`config.mk`:
```
export PLATFORM = sky130hd
export DESIGN_NAME = ddr_arbiter
export DESIGN_NICKNAME = d
export VERILOG_FILES = /design/src/rtl/ddr_pkg.sv /design/src/rtl/ddr_refresh_timer.sv /design/src/rtl/ddr_arbiter.sv
export SDC_FILE = /design/constraint.sdc
export NUM_CORES = 1
export LEC_CHECK = 0
export BUFFER_PORTS_ARGS = -buffer_cell sky130_fd_sc_hd__clkbuf_2
export CAP_MARGIN = 20
export CELL_PAD_IN_SITES_DETAIL_PLACEMENT = 0
export CELL_PAD_IN_SITES_GLOBAL_PLACEMENT = 1
export CORE_MARGIN = 10
export CORE_UTILIZATION = 34
export CTS_CLUSTER_DIAMETER = 50
export DETAILED_ROUTE_END_ITERATION = 10
export PLACE_DENSITY_LB_ADDON = 0.1
export RECOVER_POWER = 50
export SYNTH_ARGS = -nofsm -noshare
export SYNTH_HDL_FRONTEND = slang
export SYNTH_SLANG_ARGS = --single-unit
```
`constraint.sdc`:
```
create_clock -name SYS_CLK_100M -period 1.8 [get_ports SYS_CLK_100M]
set_input_delay 0.09 -clock SYS_CLK_100M [delete_from_list [all_inputs] [get_ports SYS_CLK_100M]]
set_output_delay 0.09 -clock SYS_CLK_100M [all_outputs]
set_load 0.005 [all_outputs]
```
`src/rtl/ddr_pkg.sv`:
```
// Shared types, field widths and default timing for the two-port DDR command arbiter.
package ddr_pkg;

  localparam int unsigned NREQ  = 2;
  localparam int unsigned BA_W  = 2;
  localparam int unsigned ROW_W = 13;
  localparam int unsigned COL_W = 10;
  localparam int unsigned LEN_W = 4;

  localparam int unsigned REFRESH_INTERVAL_DEF = 780;
  localparam int unsigned ISSUE_TIMEOUT_DEF    = 255;

  typedef enum logic [1:0] {
    ST_IDLE      = 2'd0,
    ST_ISSUE     = 2'd1,
    ST_WAIT_DONE = 2'd2,
    ST_REFRESH   = 2'd3
  } state_e;

  // Command fields latched at grant time and held through the transaction
  typedef struct packed {
    logic             wr;
    logic [BA_W-1:0]  ba;
    logic [ROW_W-1:0] row;
    logic [COL_W-1:0] col;
    logic [LEN_W-1:0] len;
  } cmd_t;

endpackage

```
`src/rtl/ddr_refresh_timer.sv`:
```
// Free-running refresh countdown with a sticky pending flag and overrun detection.
module ddr_refresh_timer
  import ddr_pkg::*;
#(
  parameter int unsigned REFRESH_INTERVAL = REFRESH_INTERVAL_DEF
) (
  input  logic clk_i,
  input  logic rst_i,
  input  logic clr_i,
  output logic pend_o,
  output logic overrun_c_o
);

  localparam int unsigned CNT_W = (REFRESH_INTERVAL > 1) ? $clog2(REFRESH_INTERVAL) : 1;
  localparam logic [CNT_W-1:0] RELOAD = CNT_W'(REFRESH_INTERVAL - 1);

  logic [CNT_W-1:0] cnt_q, cnt_d;
  logic             pend_q, pend_d;
  logic             expire;

  // An expiry that lands on the acknowledge cycle re-arms pending rather than being lost
  always_comb begin
    expire = (cnt_q == '0);
    cnt_d  = expire ? RELOAD : cnt_q - CNT_W'(1);
    pend_d = pend_q;
    if (clr_i)  pend_d = 1'b0;
    if (expire) pend_d = 1'b1;
  end

  always_ff @(posedge clk_i or posedge rst_i) begin
    if (rst_i) begin
      cnt_q  <= RELOAD;
      pend_q <= 1'b0;
    end else begin
      cnt_q  <= cnt_d;
      pend_q <= pend_d;
    end
  end

  assign pend_o      = pend_q;
  assign overrun_c_o = expire & pend_q & ~clr_i;

endmodule

```
`src/rtl/ddr_arbiter.sv`:
```
// Round-robin arbiter for two requesters sharing one SDRAM driver, with periodic
// refresh insertion and an issue-stage timeout.
module ddr_arbiter
  import ddr_pkg::*;
#(
  parameter int unsigned REFRESH_INTERVAL = REFRESH_INTERVAL_DEF,
  parameter int unsigned ISSUE_TIMEOUT    = ISSUE_TIMEOUT_DEF
) (
  input  logic                  SYS_CLK_100M,
  input  logic                  RESET,
  input  logic [NREQ-1:0]       REQ,
  input  logic [NREQ-1:0]       REQ_WR,
  input  logic [NREQ*BA_W-1:0]  REQ_BA,
  input  logic [NREQ*ROW_W-1:0] REQ_ROW,
  input  logic [NREQ*COL_W-1:0] REQ_COL,
  input  logic [NREQ*LEN_W-1:0] REQ_LEN,
  output logic [NREQ-1:0]       GNT,
  output logic [NREQ-1:0]       DONE,
  output logic                  WRITE,
  output logic                  READ,
  output logic [BA_W-1:0]       BA_OUT,
  output logic [ROW_W-1:0]      ADDR_ROW_OUT,
  output logic [COL_W-1:0]      ADDR_COL_OUT,
  output logic [LEN_W-1:0]      WRITE_LENGTH,
  input  logic                  BUSY,
  output logic                  REFRESH_REQ,
  input  logic                  REFRESH_ACK,
  output logic                  ERROR
);

  localparam int unsigned TMO_W = $clog2(ISSUE_TIMEOUT + 1);
  localparam logic [TMO_W-1:0] TMO_LAST = TMO_W'(ISSUE_TIMEOUT - 1);

  state_e          state_q, state_d;
  logic            last_q, last_d;
  cmd_t            cmd_q, cmd_d, sel_cmd;
  logic [NREQ-1:0] gnt_q, gnt_d, done_q, done_d;
  logic            write_q, write_d, read_q, read_d;
  logic            rreq_q, rreq_d, err_q, err_d;
  logic [TMO_W-1:0] tmo_q, tmo_d;
  logic            pick, any_req, tmo_hit;
  logic            pend, overrun_c, refresh_clr_c;

  ddr_refresh_timer #(
    .REFRESH_INTERVAL(REFRESH_INTERVAL)
  ) u_refresh (
    .clk_i       (SYS_CLK_100M),
    .rst_i       (RESET),
    .clr_i       (refresh_clr_c),
    .pend_o      (pend),
    .overrun_c_o (overrun_c)
  );

  // Winner selection and its field slice; last_q also identifies the current owner
  always_comb begin
    any_req     = |REQ;
    pick        = (&REQ) ? ~last_q : REQ[1];
    sel_cmd.wr  = REQ_WR[pick];
    sel_cmd.ba  = pick ? REQ_BA[BA_W +: BA_W]    : REQ_BA[0 +: BA_W];
    sel_cmd.row = pick ? REQ_ROW[ROW_W +: ROW_W] : REQ_ROW[0 +: ROW_W];
    sel_cmd.col = pick ? REQ_COL[COL_W +: COL_W] : REQ_COL[0 +: COL_W];
    sel_cmd.len = '0;
    if (REQ_WR[pick]) sel_cmd.len = pick ? REQ_LEN[LEN_W +: LEN_W] : REQ_LEN[0 +: LEN_W];
    tmo_hit     = ~BUSY && (tmo_q == TMO_LAST);
  end

  always_ff @(posedge SYS_CLK_100M or posedge RESET) begin
    if (RESET) state_q <= ST_IDLE;
    else       state_q <= state_d;
  end

  always_comb begin
    state_d = state_q;
    case (state_q)
      ST_IDLE: begin
        if (pend)                  state_d = ST_REFRESH;
        else if (any_req && !BUSY) state_d = ST_ISSUE;
      end
      ST_ISSUE: begin
        if (BUSY)         state_d = ST_WAIT_DONE;
        else if (tmo_hit) state_d = ST_IDLE;
      end
      ST_WAIT_DONE: if (!BUSY)      state_d = ST_IDLE;
      ST_REFRESH:   if (REFRESH_ACK) state_d = ST_IDLE;
      default:      state_d = ST_IDLE;
    endcase
  end

  // Strobes are recomputed every cycle so they fall on the same edge the state leaves ISSUE
  always_comb begin
    gnt_d         = '0;
    done_d        = '0;
    write_d       = 1'b0;
    read_d        = 1'b0;
    rreq_d        = 1'b0;
    err_d         = err_q | overrun_c;
    tmo_d         = '0;
    last_d        = last_q;
    cmd_d         = cmd_q;
    refresh_clr_c = 1'b0;
    case (state_q)
      ST_IDLE: begin
        if (pend) begin
          rreq_d = 1'b1;
        end else if (any_req && !BUSY) begin
          gnt_d   = pick ? 2'b10 : 2'b01;
          last_d  = pick;
          cmd_d   = sel_cmd;
          write_d = sel_cmd.wr;
          read_d  = ~sel_cmd.wr;
        end
      end
      ST_ISSUE: begin
        if (tmo_hit) begin
          err_d = 1'b1;
        end else if (!BUSY) begin
          tmo_d   = tmo_q + TMO_W'(1);
          write_d = cmd_q.wr;
          read_d  = ~cmd_q.wr;
        end
      end
      ST_WAIT_DONE: if (!BUSY) done_d = last_q ? 2'b10 : 2'b01;
      ST_REFRESH: begin
        if (REFRESH_ACK) refresh_clr_c = 1'b1;
        else             rreq_d        = 1'b1;
      end
      default: ;
    endcase
  end

  always_ff @(posedge SYS_CLK_100M or posedge RESET) begin
    if (RESET) begin
      last_q  <= 1'b1;
      cmd_q   <= '0;
      gnt_q   <= '0;
      done_q  <= '0;
      write_q <= 1'b0;
      read_q  <= 1'b0;
      rreq_q  <= 1'b0;
      err_q   <= 1'b0;
      tmo_q   <= '0;
    end else begin
      last_q  <= last_d;
      cmd_q   <= cmd_d;
      gnt_q   <= gnt_d;
      done_q  <= done_d;
      write_q <= write_d;
      read_q  <= read_d;
      rreq_q  <= rreq_d;
      err_q   <= err_d;
      tmo_q   <= tmo_d;
    end
  end

  assign GNT          = gnt_q;
  assign DONE         = done_q;
  assign WRITE        = write_q;
  assign READ         = read_q;
  assign BA_OUT       = cmd_q.ba;
  assign ADDR_ROW_OUT = cmd_q.row;
  assign ADDR_COL_OUT = cmd_q.col;
  assign WRITE_LENGTH = cmd_q.len;
  assign REFRESH_REQ  = rreq_q;
  assign ERROR        = err_q;

endmodule

```
# After elaboration in Yosys (flattened, before gate mapping)
# Cells that the tools add are included.
# totals
ff_bits	60
latchBits	0
mem_bits_rw	0
mem_bits_ro	0
inputBits	66
out_inout_bits	37
wordCells	91
mem_count	0
# classes
addsub	2
n_mul	0
div	0
order_cmp	1
n_eq_ne	8
shifts	0
muxes	45
n_bitwise	9
n_reduce_logical	10
# op_table
cell	n
2-to-1 mux 2 bit	14
2-to-1 mux 8 bit	3
2-to-1 mux 10 bit	2
2-to-1 mux 1 bit	19
2-to-1 mux 13 bit	1
logical NOT 10 bit	1
subtractor 10 x 1 -> 10 bit (second input constant)	1
adder 8 x 1 -> 8 bit (second input constant)	1
equality test 8 bit (second input constant)	1
2-to-1 mux 4 bit	2
case mux 2 bit (4 select lines)	1
NOT 1 bit	6
case mux 1 bit (2 select lines)	3
equality test 2 bit (second input constant)	2
inequality test 2 bit (second input constant)	2
AND reduction 4 bit	1
inequality test 3 x 2 -> 1 bit (second input constant)	1
inequality test 3 bit (second input constant)	1
AND reduction 3 bit	1
AND 1 bit	2
equality test 2 x 1 -> 1 bit (second input constant)	1
logical AND 1 bit	2
logical NOT 2 bit	1
less-than comparator 1 x 2 -> 1 bit (second input constant)	1
other kinds (5)	5

# Longest topological paths before layout
# logic_depth
word_depth	8
depth_mapped	8

# Hierarchy
# A second synthesis with hierarchy kept.
# hier_totals
hier_cells	291
area_unflattened_um2	3031.7
# modules_own_cells
mod	instances	cells_each	area_per_inst_um2
ddr_arbiter	1	239	2482.4
ddr_refresh_timer	1	52	549.3

# Worst setup path after synthesis
# No wires, ideal clock.
# synth_timing
path_kind	register to register
from	register u_refresh.cnt_q[0]
to	register err_q, in the netlist ERROR
arrival_ps	1814
t_required_ps	1714
setup_slack_ps	-100
path_stages_with_launch	8
n_path_buf	1
period_less_slack_ps	1900
path_cell_list	dfstp_2 inv_1 ha_1 or2b_2 or3b_1 or3_1 buf_2 o221ai_2
# synth_between
elab_chain_cells	6
# synth_rtl
item	line_no	source
from (decl)	ddr_refresh_timer.sv:17	logic [CNT_W-1:0] cnt_q, cnt_d;
from (signal assigned)	ddr_refresh_timer.sv:35	cnt_q <= cnt_d;
logical NOT 10 bit (*)	ddr_refresh_timer.sv:23	expire = (cnt_q == '0);
AND 1 bit (*) (2 in series)	ddr_refresh_timer.sv:41	assign overrun_c_o = expire & pend_q & ~clr_i;
OR 1 bit (*)	ddr_arbiter.sv:96	err_d = err_q | overrun_c;
2-to-1 mux 1 bit	ddr_arbiter.sv:114	if (tmo_hit) begin
2-to-1 mux 1 bit (*)	ddr_arbiter.sv:101	case (state_q)
net err_d	ddr_arbiter.sv:39	logic rreq_q, rreq_d, err_q, err_d;
to (signal assigned)	ddr_arbiter.sv:150	err_q <= err_d;
to (decl)	ddr_arbiter.sv:39	
# Mark *: on every way through the listed nets, which the timed path passes. The rest lies on a longest branch.
# A chain may end at the register's enable or synchronous reset.

# Worst setup path in the final report
# Ends and elaborated chain as after synthesis.

==> results.yml <==
floorplanning:
  die-width_um: 113
  die_area_um2: 12900
  io_pins: 103
  die_y_um: 113
  core_um2: 8590
  start_util_pct: 34.5
  fp-row-count: 34
synthesis:
  synth_fp_nets: 361
  async_reset_ff_share_pct: 100
  synth_top_family_by_area: "simple AND/OR/NAND/NOR gates"
  synthesis.instances: 288
  netlist-cell-type-count: 37
  ys_ff_latch: 60
  avgSynthCellArea_um2: 10.3
  synthSimpleGateAreaFrac_pct: 13.4
  synth_ff_type: "dfrtp_1"
  synth_most_common_cell: "dfrtp_1"
  synth-adder-area-share_pct: 2.95
  synth_commonest_cells: "54 x dfrtp_1, 45 x nand2_1, 30 x mux2i_1, 29 x buf_4, 27 x o21ai_0"
  synth_top_cell_by_area: "dfrtp_1"
  synth_mux_area_share_pct: 10.9
  synth_edf_count: 0
  synth-xor-area-share_pct: 3.54
  yosysTopAreaCellShare_pct: 45.6
  synthTopCellsByArea: "dfrtp_1 46%, mux2i_1 10%, buf_4 7.3%, nand2_1 5.7%, dfstp_2 5.3%"
  synth_compound_area_share_pct: 8.27
  syn_area_um2: 2970
  yosysWarnings: 0
  ys_seq_area_share_pct: 50.9
placement:
  gp_congestion: 0.754
  port_buffers: 102
  placed_cells: 471
  hpwl_mm: 5.09
  placed_cell_area_um2: 3500
  pre_cts_ws_ns: -0.0982
clock_tree:
  cts_tree: "done"
  cts_made_buffers: 9
  cts.htree.levels: 3
  root_buffer: "clkbuf_8"
  cts.sinks: 60
  post_cts_buffers: 0
  clk_latency_ns: 0.33
  clk_pin_slew_ns: 0.07
  clockBufferDepth: 2
worst_hold_path:
  hp-class: "input pin to flip-flop"
  worstHoldPathCells: 2
  min_from: "BUSY"
  whs_endpoint: "DONE[0]"
timing:
  fin_crit_sh_pct: 99.9
  setup_violations: 0
  max_freq_ghz: 0.556
  fin_skew_ns: 0.0107
  final.setup.worst_slack_ns: 0.00207
  tns_ns: 0
  fin_crit_ns: 1.80
  finalHoldViolCount: 0
  rsz0062_at_grt: "true"
  tightestPinTransition_ns: 1.34
  relSlewSlack_pct: 10.4
  drv_slew: 0
route:
  ant_nets: 0
  vias_per_cell: 4.44
  drt_iter0_drc: 69
  drc: 0
  vias: 2172
  firstDrtPassIters: 4
  wl_per_cell_um: 14.4
  wirelength_mm: 7.03
worst_setup_path:
  crit_type: "flip-flop to flip-flop"
  r2r-start: "u_refresh.cnt_q[0]"
  arrival_ns: 2.06
  rrSetupSlack_ns: 0.002
  crit_required_ns: 2.06
  crit_fanout: 6
  critPathLaunchType: "flip-flop"
  r2r_cells: 6
  worstSetupEndpointType: "flip-flop"
  worstReg2RegEnd: "ERROR"
global_routing:
  antenna_found_initial: 0
  grt_pass1_vias: 2283
  grtUsageTotal_pct: 11.1
  grt_max_degree: 63
  grt_overflow: 0
  grt_first_pass_wirelength_mm: 11.5
final_layout:
  drive_gt1_share_pct: 36.2
  final_cells: 489
  synthToLayoutAreaGrowth_pct: 27.0
  multiInputGateArea_um2: 1200
  fin_area_um2: 3770
  num-nets-final: 449
  fill_cells: 870
  seqCellArea_um2: 1510
  insertedDiodeCount: 0
  final_util_pct: 43.8
power:
  power_density_nw_per_um2: 1270
  ir_drop_uv: 680
  p_leak_nw: 1.89
job:
  drv_cap: 0
outcome:
  outcome: "completed"
## registers in the layout, summed over array words and instances (netlist names), 2 cells and up
register,flops
ADDR_COL_OUT,10
ADDR_ROW_OUT,13
BA_OUT,2
DONE,2
GNT,2
WRITE_LENGTH,4
state_q,2
tmo_q,8
u_refresh.cnt_q,10
## worst max path at each step
stage	start	end	slack [ns]	cells past startpoint
floorplan	u_refresh.cnt_q[0]	ERROR	-0.04	7
global placement	u_refresh.cnt_q[0]	ERROR	-0.06	6
detailed placement	u_refresh.cnt_q[0]	ERROR	-0.1	6
CTS	u_refresh.cnt_q[0]	ERROR	-0.03	6
global route	u_refresh.cnt_q[0]	ERROR	-0.06	6
finish	u_refresh.cnt_q[0]	ERROR	0.002	6
## final cells by class
class / instances / area share (%)
flip-flops and latches: 60 / 40.1
multi-input cells: 179 / 32.0
well taps: 108 / 3.59
clock inverters: 5 / 2.66
clock buffers: 11 / 3.49
inverters: 8 / 0.797
repair buffers: 118 / 17.4
## logic make-up (layout without fill, tap and decap cells)
family / after synthesis / count (layout)
XOR/XNOR: 12 / 12
AND/OR/NAND/NOR: 87 / 87
AO/OA/AOI/OAI: 41 / 41
multiplexers: 32 / 32
buffers and inverters: 49 / 142
flip-flops: 60 / 60
adder cells (fa/ha/maj): 7 / 7
## metrics by stage
step                total power [mW]  hold slack (ns)
floorplan                       3.08            0.160
global placement                3.40            0.166
detailed placement              3.42            0.173
CTS                             4.89          0.00717
global route                    5.19           0.0383
finish                          4.80           0.0338
## cells in the final DEF, fill, tap and decap left out, drive strengths merged, types with 6 or more instances in the layout
master,count
clkbuf,114
dfrtp,54
nand2,45
mux2i,30
o21ai,27
nor2,17
buf,14
inv,8
ha,7
xnor2,6
xor2,6
dfstp,6
## repair_timing
item	CTS	global route
gates cloned	0	1
endpoints found under the setup margin	6	41
gates resized for setup	1	7
hold buffers	1	0
hold endpoints to repair	54	0
## per-layer routing
layer	vias to the layer above	track usage, %	part of all wire (%)
met5	-	0	0
met4	0	5.08	1.6
met3	9	4.46	7.9
met2	70	17.6	45
met1	985	13.0	45
li1	1108	-	-
## report_power, final
part,internal (mW),switching [mW],leakage [nW],total [mW]
registers,1.74,0.208,0.748,1.95
clock network,0.916,0.514,0.117,1.43
logic,0.674,0.747,1.02,1.42
## critical path, cell delays in order, from the launching register on
cell and delay [ns]:
dfstp_2 0.37, inv_2 0.06, ha_4 0.12, or2b_4 0.25
or3b_4 0.40, or3_4 0.38, o221ai_2 0.13
(Power assumes the default switching activity.)
